`config.mk`:
```
export PLATFORM = sky130hd
export DESIGN_NAME = cm_frame_tx
export DESIGN_NICKNAME = d
export VERILOG_FILES = /design/src/rtl/cm_frame_tx.sv
export SDC_FILE = /design/constraint.sdc
export NUM_CORES = 1
export LEC_CHECK = 0
export BUFFER_PORTS_ARGS = -buffer_cell sky130_fd_sc_hd__buf_4
export CELL_PAD_IN_SITES_DETAIL_PLACEMENT = 1
export CELL_PAD_IN_SITES_GLOBAL_PLACEMENT = 1
export CORE_MARGIN = 10
export CORE_UTILIZATION = 42
export CTS_CLUSTER_SIZE = 8
export DETAILED_ROUTE_END_ITERATION = 10
export PLACE_DENSITY_LB_ADDON = 0.1
export SYNTH_ARGS = -nofsm -noshare
export SYNTH_HDL_FRONTEND = slang
export SYNTH_SLANG_ARGS = --single-unit
export TNS_END_PERCENT = 100
```
`constraint.sdc`:
```
create_clock -name clk -period 2.7 [get_ports clk]
set_input_delay 0.54 -clock clk [delete_from_list [all_inputs] [get_ports clk]]
set_output_delay 0.54 -clock clk [all_outputs]
set_load 0.02 [all_outputs]
```
`src/rtl/cm_frame_tx.sv`:
```
// Transmit end of the CM register-frame link: sends header plus register-file words over a 16-bit SPI master.
// Optional build macro CM_TX_CHECKSUM_EN replaces the last payload word with a mod-2^16 sum of the frame.
module cm_frame_tx #(
  parameter logic [15:0] CM_COMMAND   = 16'h434D,
  parameter int          REGISTER_MAX = 50,
  parameter int          CLK_DIV      = 4,
  parameter int          GAP_CYCLES   = 4
) (
  input  logic        clk,
  input  logic        rst,
  input  logic        start,
  output logic        busy,
  output logic        done,
  output logic        rd_en,
  output logic [7:0]  rd_addr,
  input  logic [15:0] rd_data,
  output logic        cs_n,
  output logic        sclk,
  output logic        mosi
);

  typedef enum logic [2:0] {IDLE, LOAD, ASSERT, SHIFT, HOLD, GAP, DONE} state_t;

  localparam logic [7:0]  LAST_IDX = 8'(REGISTER_MAX - 1);
  localparam logic [15:0] DIV_LAST = 16'(CLK_DIV - 1);
  localparam logic [15:0] GAP_LAST = 16'(GAP_CYCLES - 1);

  state_t      state;
  logic        load_second;
  logic        start_q;
  logic [15:0] div_cnt;
  logic [4:0]  half_cnt;
  logic [15:0] gap_cnt;
  logic [15:0] shreg;
  logic [7:0]  word_idx;
  logic [15:0] word_val;
  logic        fetch_next;
  logic        div_tick;

  assign div_tick = (div_cnt == DIV_LAST);

`ifdef CM_TX_CHECKSUM_EN
  logic [15:0] csum;
  // the word after the current one is fetched unless it is the checksum slot
  assign fetch_next = ((word_idx + 8'd1) != LAST_IDX);
`else
  assign fetch_next = 1'b1;
`endif

  // Select the value loaded into the shift register at the end of LOAD
  always_comb begin
    word_val = rd_data;
    if (word_idx == 8'd0) begin
      word_val = CM_COMMAND;
    end
`ifdef CM_TX_CHECKSUM_EN
    else if (word_idx == LAST_IDX) begin
      word_val = csum;
    end
`endif
    else begin
      word_val = rd_data;
    end
  end

  // Frame sequencer with registered SPI and handshake outputs
  always_ff @(posedge clk or posedge rst) begin
    if (rst) begin
      state       <= IDLE;
      load_second <= 1'b0;
      start_q     <= 1'b0;
      div_cnt     <= 16'd0;
      half_cnt    <= 5'd0;
      gap_cnt     <= 16'd0;
      shreg       <= 16'd0;
      word_idx    <= 8'd0;
      busy        <= 1'b0;
      done        <= 1'b0;
      rd_en       <= 1'b0;
      rd_addr     <= 8'd0;
      cs_n        <= 1'b1;
      sclk        <= 1'b0;
      mosi        <= 1'b0;
`ifdef CM_TX_CHECKSUM_EN
      csum        <= 16'd0;
`endif
    end else begin
      start_q <= start;
      done    <= 1'b0;
      rd_en   <= 1'b0;
      case (state)
        IDLE: begin
          // a start still held from an earlier request does not re-arm
          if (start && !start_q) begin
            state       <= LOAD;
            busy        <= 1'b1;
            word_idx    <= 8'd0;
            load_second <= 1'b0;
          end
        end
        LOAD: begin
          if (!load_second) begin
            load_second <= 1'b1;
          end else begin
            load_second <= 1'b0;
            shreg       <= word_val;
            mosi        <= word_val[15];
            cs_n        <= 1'b0;
            div_cnt     <= 16'd0;
            half_cnt    <= 5'd0;
            state       <= ASSERT;
`ifdef CM_TX_CHECKSUM_EN
            csum        <= (word_idx == 8'd0) ? CM_COMMAND : (csum + word_val);
`endif
          end
        end
        ASSERT, SHIFT: begin
          state <= SHIFT;
          if (div_tick) begin
            div_cnt  <= 16'd0;
            sclk     <= ~sclk;
            half_cnt <= half_cnt + 5'd1;
            if (half_cnt == 5'd31) begin
              state <= HOLD;
            end else if (sclk) begin
              shreg <= {shreg[14:0], 1'b0};
              mosi  <= shreg[14];
            end
          end else begin
            div_cnt <= div_cnt + 16'd1;
          end
        end
        HOLD: begin
          if (div_tick) begin
            cs_n    <= 1'b1;
            mosi    <= 1'b0;
            gap_cnt <= 16'd0;
            div_cnt <= 16'd0;
            state   <= GAP;
          end else begin
            div_cnt <= div_cnt + 16'd1;
          end
        end
        GAP: begin
          if (gap_cnt == GAP_LAST) begin
            if (word_idx == LAST_IDX) begin
              state <= DONE;
            end else begin
              word_idx <= word_idx + 8'd1;
              rd_en    <= fetch_next;
              rd_addr  <= word_idx;
              state    <= LOAD;
            end
          end else begin
            gap_cnt <= gap_cnt + 16'd1;
          end
        end
        DONE: begin
          // two cycles: busy drops with the done pulse, starts stay ignored
          if (busy) begin
            busy <= 1'b0;
            done <= 1'b1;
          end else begin
            state <= IDLE;
          end
        end
        default: state <= IDLE;
      endcase
    end
  end

endmodule

```
Yosys cells after proc, flatten, opt, wreduce, memory -nomap -nowiden
Index checks and enable logic that the tools add are counted.
{ "totals": {"input_bits": 19, "reg_bits": 79, "mem_bits_rw": 0, "mem_bits_ro": 0, "out_inout_bits": 14, "latchBits": 0, "wordCells": 114, "n_memories": 0} }
{ "op_classes": {"add_sub_neg": 4, "eq_ne": 20, "div_mod_pow": 0, "magnitude_cmp": 0, "muxes": 47, "shift": 0, "n_bitwise": 2, "n_reduce_logical": 26, "multipliers": 0} }
{ "ops": {"columns": ["op", "count"], "rows": [
  ["$mux W16", 5],
  ["$pmux W16 S2", 2],
  ["$mux W15", 4],
  ["$add A16 B1 Y16 const B", 2],
  ["$eq A16 B2 Y1 const B", 2],
  ["$pmux W15 S2", 1],
  ["$mux W3", 8],
  ["$mux W8", 3],
  ["$ne A2 B2 Y1 const B", 10],
  ["$pmux W3 S6", 1],
  ["$pmux W8 S2", 1],
  ["$mux W1", 15],
  ["$reduce_bool A2 Y1", 7],
  ["$reduce_and A3 Y1", 4],
  ["$mux W5", 2],
  ["$pmux W5 S2", 1],
  ["$reduce_and A5 Y1", 2],
  ["$eq A3 B3 Y1 const B", 3],
  ["$add A8 B1 Y8 const B", 1],
  ["$eq A8 B6 Y1 const B", 1],
  ["$logic_not A8 Y1", 1],
  ["$reduce_and A2 Y1", 4],
  ["$eq A3 B2 Y1 const B", 2],
  ["$pmux W1 S2", 3],
  ["other kinds (13)", 14]
]} }

Logic depth before layout (Yosys ltp)
Gate-level depths: netlist of run 1.
{ "logic_depth": {"ltp_word": 4, "depth_mapped": 8} }

Worst setup path after synthesis of run 1
No wires, ideal clock.
{ "synth_path": {"path_type": "register -> register", "start": "register half_cnt[0]", "end": "register shreg[1]", "arrival_time_ns": 1.827, "setup_time_ns": 0.132, "slack_ns": 0.741, "path_stages_with_launch": 9, "t_required_ns": 2.568, "path_cell_list": "dfrtp_1 -> ha_1 -> and3_1 -> ha_1 -> o41a_1 -> buf_2 -> buf_2 -> nand2_1 -> o21ai_1"} }
{ "synth_between": {"elab_chain_len": 3} }
{ "synth_rtl": {"columns": ["element", "line_no", "rtl"], "rows": [
  ["start: declaration", "32", "logic [4:0] half_cnt;"],
  ["start signal: assignment", "122", "half_cnt <= half_cnt + 5'd1;"],
  ["$eq A5 B5 Y1", "123", "if (half_cnt == 5'd31) begin"],
  ["$ne A2 B2 Y1 (no line)", null, null],
  ["$reduce_and A5 Y1 (no line)", null, null],
  ["end signal: assignment", "106", "shreg <= word_val;"],
  ["end signal: assignment", "126", "shreg <= {shreg[14:0], 1'b0};"],
  ["end: declaration", "34", "logic [15:0] shreg;"]
]} }
Every way passes these cells.
A chain may end at the register's enable or synchronous reset.

Worst setup path after layout of run 1
{ "layout_path": {"start": "register div_cnt[0]", "end": "register mosi"} }
{ "layout_between": {"elab_chain_len": 3, "elab_cells_between_ends": 4, "cone_classes": "3 x eq/ne; 1 x reduce/logical"} }
{ "layout_rtl": {"columns": ["element", "line_no", "rtl"], "rows": [
  ["start: declaration", "31", "logic [15:0] div_cnt;"],
  ["start signal: assignment", "130", "div_cnt <= div_cnt + 16'd1;"],
  ["start signal: assignment", "141", "div_cnt <= div_cnt + 16'd1;"],
  ["$eq A16 B2 Y1 *", "40", "assign div_tick = (div_cnt == DIV_LAST);"],
  ["$ne A2 B2 Y1 (no line)", null, null],
  ["$reduce_and A6 Y1 (no line) *", null, null],
  ["end signal: assignment", "107", "mosi <= word_val[15];"],
  ["end signal: assignment", "127", "mosi <= shreg[14];"],
  ["end: declaration", "19", "output logic mosi"]
]} }
Mark *: on every way between the ends. The rest lies on a longest branch, timed or not.

==> results of run 1 <==
-- per-stage QoR --
| step | utilization (%) | std cells | setup WS [ns] |
|---|---|---|---|
| after floorplan | - | 404 | 0.1383 |
| after global placement | 46.88 | 536 | 0.5819 |
| after detailed placement | 46.88 | 536 | 0.5094 |
| after CTS | 49.57 | 552 | 0.4696 |
| after global routing | 49.57 | 552 | 0.3132 |
| final | 49.57 | 552 | 0.4668 |
-- registers in the layout, summed over array words and instances, names as in the netlist --
signal,count
start_q,1
load_second,1
shreg,15
sclk,1
half_cnt,5
done,1
busy,1
mosi,1
state,3
rd_en,1
rd_addr,8
div_cnt,16
cs_n,1
gap_cnt,16
word_idx,8
-- power by group through the flow --
stage	Sequential [W]	Clock (W)	Combinational, W
after floorplan	0.00122	0	0.0000291
after CTS	0.00120	0.00111	0.0000669
after global placement	0.00122	0	0.0000656
after global routing	0.00120	0.00118	0.0000729
after detailed placement	0.00122	0	0.0000667
final	0.00120	0.00109	0.0000637
-- layout make-up --
class / instances / area [um^2]
clock buffers: 11 / 141.4
repair buffers: 39 / 305.3
clock inverters: 5 / 105.1
flip-flops and latches: 79 / 1978
fillers: 1071 / 4616
inverters: 11 / 42.54
well taps: 111 / 138.9
multi-input cells: 296 / 1826
-- Yosys cell counts (8+ instances only) --
cell	instances
dfrtp_1	78
nand2_1	47
nor2_1	41
o21ai_0	31
nand3_1	17
xor2_1	17
inv_1	11
o21ai_1	11
clkbuf_1	10
mux2_2	10
nand4_1	10
xnor2_1	10
nor3_1	9
o22ai_1	9
a22oi_1	8
and3_1	8
-- worst paths after layout --
kind	endpoint	slack, ns	depth (start not counted)
worst min register to register	shreg[1]	0.49	2
worst min-delay path	gap_cnt[4]	0.27	2
min in group clk	start_q	0.32	1
worst max register to register	mosi	0.47	6
worst max-delay path	mosi	0.47	6
max in group asynchronous	shreg[0]	1.77	3
-- routing by layer --
layer	part of all wire, %	up-vias
met5	0	-
met1	48	1534
met3	4.3	11
met2	46	37
li1	-	1493
met4	1.3	0
-- cells by family (layout without fill, tap and decap cells) --
group                    count (synthesis)  count (layout)  share of synthesized area (%)
buffers and inverters                   29              66                          3.123
multiplexers                            11              11                          3.123
flip-flops                              79              79                          50.38
AO/OA/AOI/OAI                           83              83                          12.94
XOR/XNOR                                27              27                          6.023
adder cells (fa/ha/maj)                  7               7                          2.231
AND/OR/NAND/NOR                        168             168                          22.18
-- worst reg2reg max path, delay by kind of cell (launching register included) --
family / cells / cell delay [ns]
adders and majority gates: 1 / 0.26
muxes: 1 / 0.33
AOI/OAI and AO/OA: 1 / 0.44
and+or+nand+nor: 3 / 0.67
DFF: 1 / 0.42
==> out/qor.yml, run 1 <==
cts:
  clk_path_buf_depth: 2
  clkTransAtPathRegs_ns: 0.09
  clockRootBuffer: "clkbuf_8"
  numCtsBuffers: 9
  cts.sink_count: 79
  cts_hold_buf: 0
  clk_latency_ns: 0.36
  htreeDepth: 3
  post_cts_buffers: 0
  cts_tree: "yes"
  cts_resized: 0
finish:
  design_area_um2: 4537
  diodes: 0
  final_cell_mix: "dfrtp_1, nand2_1, nor2_1"
  final_common_cell: "dfrtp_1"
  final_nets: 462
  drive_gt1_share_pct: 17.46
  area_growth_pct: 15.55
die:
  die_w_um: 116.7
  die-area_um2: 13620
  fp.coreArea_um2: 9153
  initial_core_util_pct: 42.90
  die_h_um: 116.7
  io_pins: 33
  rows: 35
critical_path:
  crit_buf_inv: 0
  cpLargestDelayFamily: "simple AND/OR/NAND/NOR gates"
  critPathRequiredTime_ns: 2.93
  crit_path_end_kind: "register"
  cp_slowest_cell: "o41a_1"
  slowest_delay_ns: 0.44
  critPathKind: "reg -> reg"
  start_kind: "register"
  path_cells: "ha_1 -> nor4b_2 -> nand4_1 -> o41a_1 -> nand2_1 -> mux2_2"
  critPathArrivalTime_ns: 2.47
  path_max_fanout: 6
  critical_path.startpoint: "div_cnt[0]"
  r2r-start: "div_cnt[0]"
timing:
  period_needed_ns: 2.233
  fin_worst_skew_ns: 0.01486
  worst_slew_pin_slew_ns: 0.7488
  whs_ns: 0.2748
  fin_crit_sh_pct: 82.71
  max_freq_ghz: 0.4478
  hold_viol: 0
  rsz0062_at_grt: "false"
  finalSetupViolCount: 0
  drv_slew: 0
  setup-tns-final_ns: 0
  max_slew_margin_pct: 50.08
power:
  power_frac_comb_pct: 2.7
  power.share.sequential_pct: 50.9
  pwr-share-clk_pct: 46.3
  powerDensity_nw_per_um2: 517.2
  p_total_w: 0.002347
  sw_frac_of_total_pct: 20.78
  p_sw_w: 0.0004876
  ir_drop_v: 0.0002742
  leakage_nw: 2.060
  p_int_w: 0.001859
synthesis:
  syn_area_um2: 3926
  synth_top_area_share_pct: 49.71
  ys.flop_type: "dfrtp_1"
  ys_top_cells_by_area: "dfrtp_1, nand2_1, o21ai_0, nor2_1, xor2_1"
  seq_area_frac_synth_pct: 50.38
  avgSynthCellArea_um2: 9.718
  postSynthCellCount: 404
  synth_enable_flop_cells: 0
  synthArstFlopShare_pct: 100.0
  synth_cell_type_count: 55
  synth_top_area_cell: "dfrtp_1"
  syn_nets: 430
  ys_ff_latch: 79
  yosys_warnings: 0
routing:
  avgViaCountPerCell: 5.571
  initialDrtViolationCount: 145
  drc: 0
  final_antenna_net_count: 0
  wl_per_cell_um: 16.67
  num_vias: 3075
  dr.pass1.iters: 4
  routed_wl_um: 9204
global_routing:
  grt.overflow.total: 0
  antenna_found_initial: 0
  grt_max_degree: 42
  grt_first_pass_wirelength_um: 15800
  grt.total_usage_pct: 14.37
  grt_util_met1_pct: 18.80
  busiest_layer: "met2"
  gr-usage-met2_pct: 22.83
  grtUsageMet3_pct: 3.749
  grt_pass1_vias: 3213
place:
  hpwl_um: 6407
  portBuffers: 32
  place_area_um2: 4290
  gp_congestion: 0.7646
run_status:
  status: "finished, final reports clean"
min_path:
  hold_class: "in -> async"
flow_run:
  maxCapViolations: 0
Note: power is estimated with default switching activity, not from simulation.
==> inputs of run 2 (changes only) <==
--- a/config.mk
+++ b/config.mk
@@ -9,7 +9,7 @@
 export CELL_PAD_IN_SITES_DETAIL_PLACEMENT = 1
 export CELL_PAD_IN_SITES_GLOBAL_PLACEMENT = 1
 export CORE_MARGIN = 10
-export CORE_UTILIZATION = 42
+export CORE_UTILIZATION = 46
 export CTS_CLUSTER_SIZE = 8
 export DETAILED_ROUTE_END_ITERATION = 10
 export PLACE_DENSITY_LB_ADDON = 0.1
==> constraint.sdc (replaced) <==
create_clock -name clk -period 2.2 [get_ports clk]
set_input_delay 0.44 -clock clk [delete_from_list [all_inputs] [get_ports clk]]
set_output_delay 0.44 -clock clk [all_outputs]
set_load 0.02 [all_outputs]
==> run 2 against run 1 <==
  * First-iteration DRC count shrank 21%
  * Count of clock-buffer cells in the layout shrank 1
  * Cell count grew 0.91%
  * Combinational power grew 30%
  * Hold slack lost 0.17 ns
  * Sequential power grew 23%
  * Register-to-register slack lost 0.29 ns
  * Clock power grew 11%
  * Sequential share of layout area shrank 0.60 points
  * Setup slack lost 0.29 ns
  * Routed wire length grew 6.4%
==> out/qor.yml, run 2 (synthesized netlist as in run 1, its figures left out) <==
global_routing:
  grt.total_usage_pct: 15.51  # +1.1 points
  grt_max_degree: 30  # -29%
  antenna_found_initial: 0  # unchanged
  grt_pass1_vias: 3330  # +3.6%
  grt.overflow.total: 0  # unchanged
  grt_first_pass_wirelength_um: 16520  # +4.5%
power:
  p_int_w: 0.002146  # +15%
  leakage_nw: 2.097  # +1.8%
  powerDensity_nw_per_um2: 600.7  # +16%
  ir_drop_v: 0.0003087  # +13%
  power.share.sequential_pct: 53.1  # +2.2 points
  p_sw_w: 0.0006181  # +27%
  pwr-share-clk_pct: 43.9  # -2.4 points
  sw_frac_of_total_pct: 22.37  # +1.6 points
  power_frac_comb_pct: 3.0  # +0.3 points
timing:
  whs_ns: 0.1064  # -0.1684 ns
  fin_worst_skew_ns: 0.01119  # -0.003668 ns
  rsz0062_at_grt: "false"
  max_freq_ghz: 0.4932  # +10%
  setup-tns-final_ns: 0  # unchanged
  hold_viol: 0  # unchanged
  period_needed_ns: 2.028  # -0.2055 ns
  finalSetupViolCount: 0  # unchanged
  fin_crit_sh_pct: 92.17  # +9.5 points
  drv_slew: 0  # unchanged
  max_slew_margin_pct: 68.34  # +18 points
  worst_slew_pin_slew_ns: 0.4739  # -0.2750 ns
place:
  place_area_um2: 4368  # +1.8%
  hpwl_um: 6987  # +9.0%
  gp_congestion: 0.8159  # +6.7%
  portBuffers: 32  # unchanged
flow_run:
  maxCapViolations: 0  # unchanged
critical_path:
  path_max_fanout: 29  # +23
  critPathArrivalTime_ns: 2.26  # -0.21 ns
  crit_path_end_kind: "register"
  critical_path.startpoint: "half_cnt[0]"
  critPathRequiredTime_ns: 2.43  # -0.50 ns
  r2r-start: "half_cnt[0]"
  start_kind: "register"
  critPathKind: "reg -> reg"
routing:
  wl_met3_um: 387  # -2.0%
  routed-wl-met2_um: 4584  # +8.3%
  initialDrtViolationCount: 115  # -21%
  dr.pass1.iters: 4  # unchanged
  num_vias: 3172  # +3.2%
  wl_met1_um: 4748  # +6.6%
  final_antenna_net_count: 0  # unchanged
  top_layer: "met4"
  wl_per_cell_um: 17.59  # +5.5%
  avgViaCountPerCell: 5.695  # +2.2%
  drc: 0  # unchanged
  routed_wl_um: 9795  # +6.4%
finish:
  fillers: 952  # -11%
  design_area_um2: 4601  # +1.4%
  fin_util_pct: 55.71  # +6.1 points
  final_nets: 473  # +2.4%
  final_cell_mix: "dfrtp_1, buf_4, nand2_1"
  area_growth_pct: 17.18
  top_regs: "div_cnt: 16 flops, gap_cnt: 16 flops, shreg: 15 flops"
  final_common_cell: "dfrtp_1"
  drive_gt1_share_pct: 19.69  # +2.2 points
  diodes: 0  # unchanged
die:
  die_w_um: 112.4  # -3.7%
  die_h_um: 112.4  # -3.7%
  rows: 33  # -5.7%
  die-area_um2: 12630  # -7.2%
  fp.coreArea_um2: 8258  # -9.8%
  initial_core_util_pct: 47.55  # +4.6 points
  io_pins: 33  # unchanged
cts:
  clockRootBuffer: "clkbuf_8"
  numCtsBuffers: 9  # unchanged
  clkTransAtPathRegs_ns: 0.08  # about the same
  cts_hold_buf: 0  # unchanged
  cts_tree: "yes"
  cts_resized: 0  # unchanged
  clk_latency_ns: 0.35  # about the same
  htreeDepth: 3  # unchanged
  post_cts_buffers: 0  # unchanged
  clk_path_buf_depth: 2  # unchanged
  cts.sink_count: 79  # unchanged
min_path:
  hold_class: "in -> async"
run_status:
  status: "finished, final reports clean"
[run 2: layout make-up]
type | instances | area (um^2) | share of cell area [%]
sequential | 79 | 1978 | 43.00
timing repair buffer | 50 | 387.9 | 8.431
clock buffer | 10 | 127.6 | 2.774
multi-input combinational | 296 | 1837 | 39.92
clock inverter | 6 | 93.84 | 2.040
inverter | 11 | 45.04 | 0.9791
tap | 105 | 131.4 | 2.856
[run 2: worst max-delay path: stages, from the launching register on]
cell	delay [ns]
dfrtp_1	0.42
ha_1	0.22
and3_1	0.18
ha_1	0.21
o41a_1	0.46
buf_4	0.24
nand2_1	0.11
o21ai_0	0.07
[run 2: metrics by stage]
stage,instances,setup WS (ns),total power [W]
floorplan,404,0.2407,0.001531
global placement,541,0.2504,0.001578
detailed placement,541,0.1919,0.001582
CTS,557,0.1844,0.002798
global route,557,0.01239,0.002874
finish,557,0.1723,0.002764
[run 2: routing by layer]
layer	GRT usage, %	vias up
met5	0	-
met1	21.21	1602
met3	4.207	9
met4	4.146	0
met2	23.68	45
li1	-	1516
[run 2: worst paths after layout]
check / endpoint / slack, ns / cells past startpoint
max: shreg[14] / 0.17 / 7
min: load_second / 0.11 / 2
max reg2reg: shreg[14] / 0.17 / 7
min reg2reg: shreg[13] / 0.49 / 2
max in group asynchronous: div_cnt[8] / 1.45 / 3
min in group clk: start_q / 0.21 / 1
[run 2: power by group through the flow]
stage | sequential, W | clock, W | combinational, W
CTS | 0.00147 | 0.00124 | 0.0000864
detailed placement | 0.00150 | 0 | 0.0000858
floorplan | 0.00150 | 0 | 0.0000361
global placement | 0.00150 | 0 | 0.0000822
finish | 0.00147 | 0.00121 | 0.0000828
global route | 0.00147 | 0.00131 | 0.0000952
==> inputs of run 3 (changes only) <==
--- a/config.mk
+++ b/config.mk
@@ -5,11 +5,12 @@
 export SDC_FILE = /design/constraint.sdc
 export NUM_CORES = 1
 export LEC_CHECK = 0
+export ABC_AREA = 1
 export BUFFER_PORTS_ARGS = -buffer_cell sky130_fd_sc_hd__buf_4
 export CELL_PAD_IN_SITES_DETAIL_PLACEMENT = 1
 export CELL_PAD_IN_SITES_GLOBAL_PLACEMENT = 1
 export CORE_MARGIN = 10
-export CORE_UTILIZATION = 46
+export CORE_UTILIZATION = 45
 export CTS_CLUSTER_SIZE = 8
 export DETAILED_ROUTE_END_ITERATION = 10
 export PLACE_DENSITY_LB_ADDON = 0.1
==> run 3 against run 2 <==
  * Die area grew 9.2%
  * Largest cell class is now multi-input combinational cells
  * Count of clock-buffer cells in the layout stayed put
  * Total power hardly changed
  * Routed wire length rose by 19%
==> out/qor.yml, run 3 <==
critical_path:
  critPathKind: "reg -> reg"
  critPathArrivalTime_ns: 2.25  # about the same
  critPathRequiredTime_ns: 2.48  # +0.05 ns
  slowest_delay_ns: 0.39  # -0.07 ns
  cp_slowest_cell: "dfrtp_1"
  start_kind: "register"
  rrSetupSlack_ns: 0.22  # +0.05 ns
  path_cells: "ha_1 -> nand2_1 -> nor2_1 -> ha_1 -> inv_1 -> nor2_1 -> a211oi_1 -> nand2_1 -> buf_4 -> nand2_1 -> o21ai_0"
  path_max_fanout: 29  # unchanged
  crit_path_frequent_cell: "nand2_1"
  crit_path_end_kind: "register"
timing:
  whs_ns: 0.1396  # +0.03314 ns
  hold_viol: 0  # unchanged
  finalSetupViolCount: 0  # unchanged
  fin_worst_skew_ns: 0.01187  # +0.0006789 ns
  worst_slew_pin_slew_ns: 0.6293  # +0.1555 ns
  rsz0062_at_grt: "false"
  max_freq_ghz: 0.5060  # +2.6%
  period_needed_ns: 1.976  # -0.05139 ns
  drv_slew: 0  # unchanged
  max_slew_margin_pct: 57.96  # -10 points
  fin_crit_sh_pct: 89.83  # -2.3 points
  setup-tns-final_ns: 0  # unchanged
synthesis:
  ys.flop_type: "dfrtp_1"
  ys_top_cells_by_count: "nand2_1, dfrtp_1, nor2_1"
  synthArstFlopShare_pct: 100.0  # unchanged
  seq_area_frac_synth_pct: 46.28  # -4.1 points
  syn_area_um2: 4274  # +8.9%
  synth_enable_flop_cells: 0  # unchanged
  ys_ff_latch: 79  # unchanged
  synth_cell_type_count: 32  # -42%
  yosys_warnings: 0  # unchanged
  yosysMostFrequentCell: "nand2_1"
  ys_top_cells_by_area: "dfrtp_1, nand2_1, nand3_1, nor2_1, inv_1"
  avgSynthCellArea_um2: 7.673  # -21%
  postSynthCellCount: 557  # +38%
  syn_nets: 583  # +36%
  synth_top_area_share_pct: 45.67  # -4.0 points
  synth_top_area_cell: "dfrtp_1"
routing:
  dr.pass1.iters: 4  # unchanged
  routed_wl_um: 11690  # +19%
  avgViaCountPerCell: 5.261  # -7.6%
  drc: 0  # unchanged
  final_antenna_net_count: 0  # unchanged
  initialDrtViolationCount: 157  # +37%
  num_vias: 3856  # +22%
  wl_per_cell_um: 15.95  # -9.3%
global_routing:
  grt_first_pass_wirelength_um: 20050  # +21%
  grt.overflow.total: 0  # unchanged
  grt_max_degree: 30  # unchanged
  grt_pass1_vias: 4151  # +25%
  antenna_found_initial: 0  # unchanged
  grt.total_usage_pct: 17.08  # +1.6 points
cts:
  htreeDepth: 3  # unchanged
  clk_path_buf_depth: 2  # unchanged
  cts_hold_buf: 0  # unchanged
  clockRootBuffer: "clkbuf_8"
  post_cts_buffers: 0  # unchanged
  clkTransAtPathRegs_ns: 0.09  # about the same
  cts.sink_count: 79  # unchanged
  numCtsBuffers: 9  # unchanged
  cts_tree: "yes"
  cts_resized: 0  # unchanged
  clk_latency_ns: 0.37  # +0.02 ns
finish:
  final_common_cell: "nand2_1"
  final_cell_mix: "nand2_1, dfrtp_1, nor2_1"
  diodes: 0  # unchanged
  drive_gt1_share_pct: 12.91  # -6.8 points
  final_nets: 625  # +32%
  area_growth_pct: 15.02
  top_regs: "div_cnt: 16 flops, gap_cnt: 16 flops, shreg: 15 flops"
  fin_util_pct: 53.20  # -2.5 points
power:
  sw_frac_of_total_pct: 23.03  # +0.66 points
  p_sw_w: 0.0006365  # +3.0%
  leakage_nw: 2.455  # +17%
  p_int_w: 0.002127  # -0.85%
  pwr-share-clk_pct: 45.1  # +1.2 points
  power_frac_comb_pct: 2.3  # -0.7 points
  powerDensity_nw_per_um2: 562.2  # -6.4%
  ir_drop_v: 0.0002635  # -15%
  power.share.sequential_pct: 52.5  # -0.6 points
place:
  portBuffers: 32  # unchanged
  gp_congestion: 0.8847  # +8.4%
  hpwl_um: 8653  # +24%
die:
  rows: 35  # +6.1%
  initial_core_util_pct: 46.26  # -1.3 points
  die-area_um2: 13800  # +9.2%
  fp.coreArea_um2: 9240  # +12%
  die_h_um: 117.5  # +4.5%
  io_pins: 33  # unchanged
  die_w_um: 117.5  # +4.5%
flow_run:
  maxCapViolations: 0  # unchanged
run_status:
  status: "finished, final reports clean"
min_path:
  hold_class: "in -> async"
[run 3: cell types whose count changed after synthesis, sizes merged, moves of 5 or more]
cell / previous run / this run
nand2: 47 / 157
inv: 11 / 58
nand3: 17 / 58
nor2: 42 / 63
mux2: 10 / 0
and3: 8 / 0
clkbuf: 11 / 4
nor4: 7 / 0
xnor2: 10 / 3
a21oi: 7 / 13
and4: 5 / 0
nor2b: 5 / 0
o22ai: 9 / 14
[run 3: layout make-up]
| cell class | instances | area, um^2 |
|---|---|---|
| clock buffers | 10 | 127.6 |
| inverters | 58 | 221.5 |
| clock inverters | 6 | 93.84 |
| well taps | 129 | 161.4 |
| flip-flops and latches | 79 | 1978 |
| multi-input cells | 409 | 2006 |
| repair buffers | 42 | 327.8 |
| fillers | 1170 | 4324 |
[run 3: path summary, 6_finish.rpt]
| kind | start | end | cells past startpoint |
|---|---|---|---|
| worst max register to register | half_cnt[0] | shreg[6] | 11 |
| worst min-delay path | rst | done | 2 |
| max in group asynchronous | rst | div_cnt[0] | 3 |
| worst max-delay path | half_cnt[0] | shreg[6] | 11 |
| min in group clk | start | start_q | 1 |
| worst min register to register | rd_addr[6] | rd_addr[6] | 2 |
[run 3: through the flow]
step | setup WS [ns] | std cells | total power, W | area (um^2)
2_1_floorplan | 0.4383 | 557 | 0.001504 | 4278
3_3_place_gp | 0.3140 | 717 | 0.001548 | 4695
3_5_place_dp | 0.2832 | 717 | 0.001548 | 4695
6_report | 0.2237 | 733 | 0.002764 | 4916
5_1_grt | 0.03084 | 733 | 0.002871 | 4916
4_1_cts | 0.2038 | 733 | 0.002789 | 4916
[run 3: cell families after synthesis]
kind of cell    count (synthesis)  share of synthesized area, %
simple gates                  303                         30.27
compound gates                 81                         10.92
flops                          79                         46.28
buf+inv                        69                         6.791
xor+xnor                       18                         3.689
fa+ha+maj                       7                         2.049
[run 3: per-layer routing]
metal,up-vias,global-route usage (%),wire length [um]
li1,1910,-,-
met1,1900,20.89,5357
met2,32,30.28,5985
met3,14,1.871,171
met4,0,5.873,174
met5,-,0,0
[run 3: power groups by stage]
stage / clock, W / sequential [W] / combinational (W)
floorplan: 0 / 0.00148 / 0.0000228
global placement: 0 / 0.00148 / 0.0000671
detailed placement: 0 / 0.00148 / 0.0000675
CTS: 0.00127 / 0.00145 / 0.0000678
global route: 0.00135 / 0.00145 / 0.0000729
finish: 0.00125 / 0.00145 / 0.0000647
[run 3: critical path: cells and delay by family (launching register included)]
kind	cells	cell delay [ns]
adders and majority gates	2	0.37
DFF	1	0.39
AOI/OAI and AO/OA	2	0.18
buffers and inverters	2	0.35
and+or+nand+nor	5	0.57
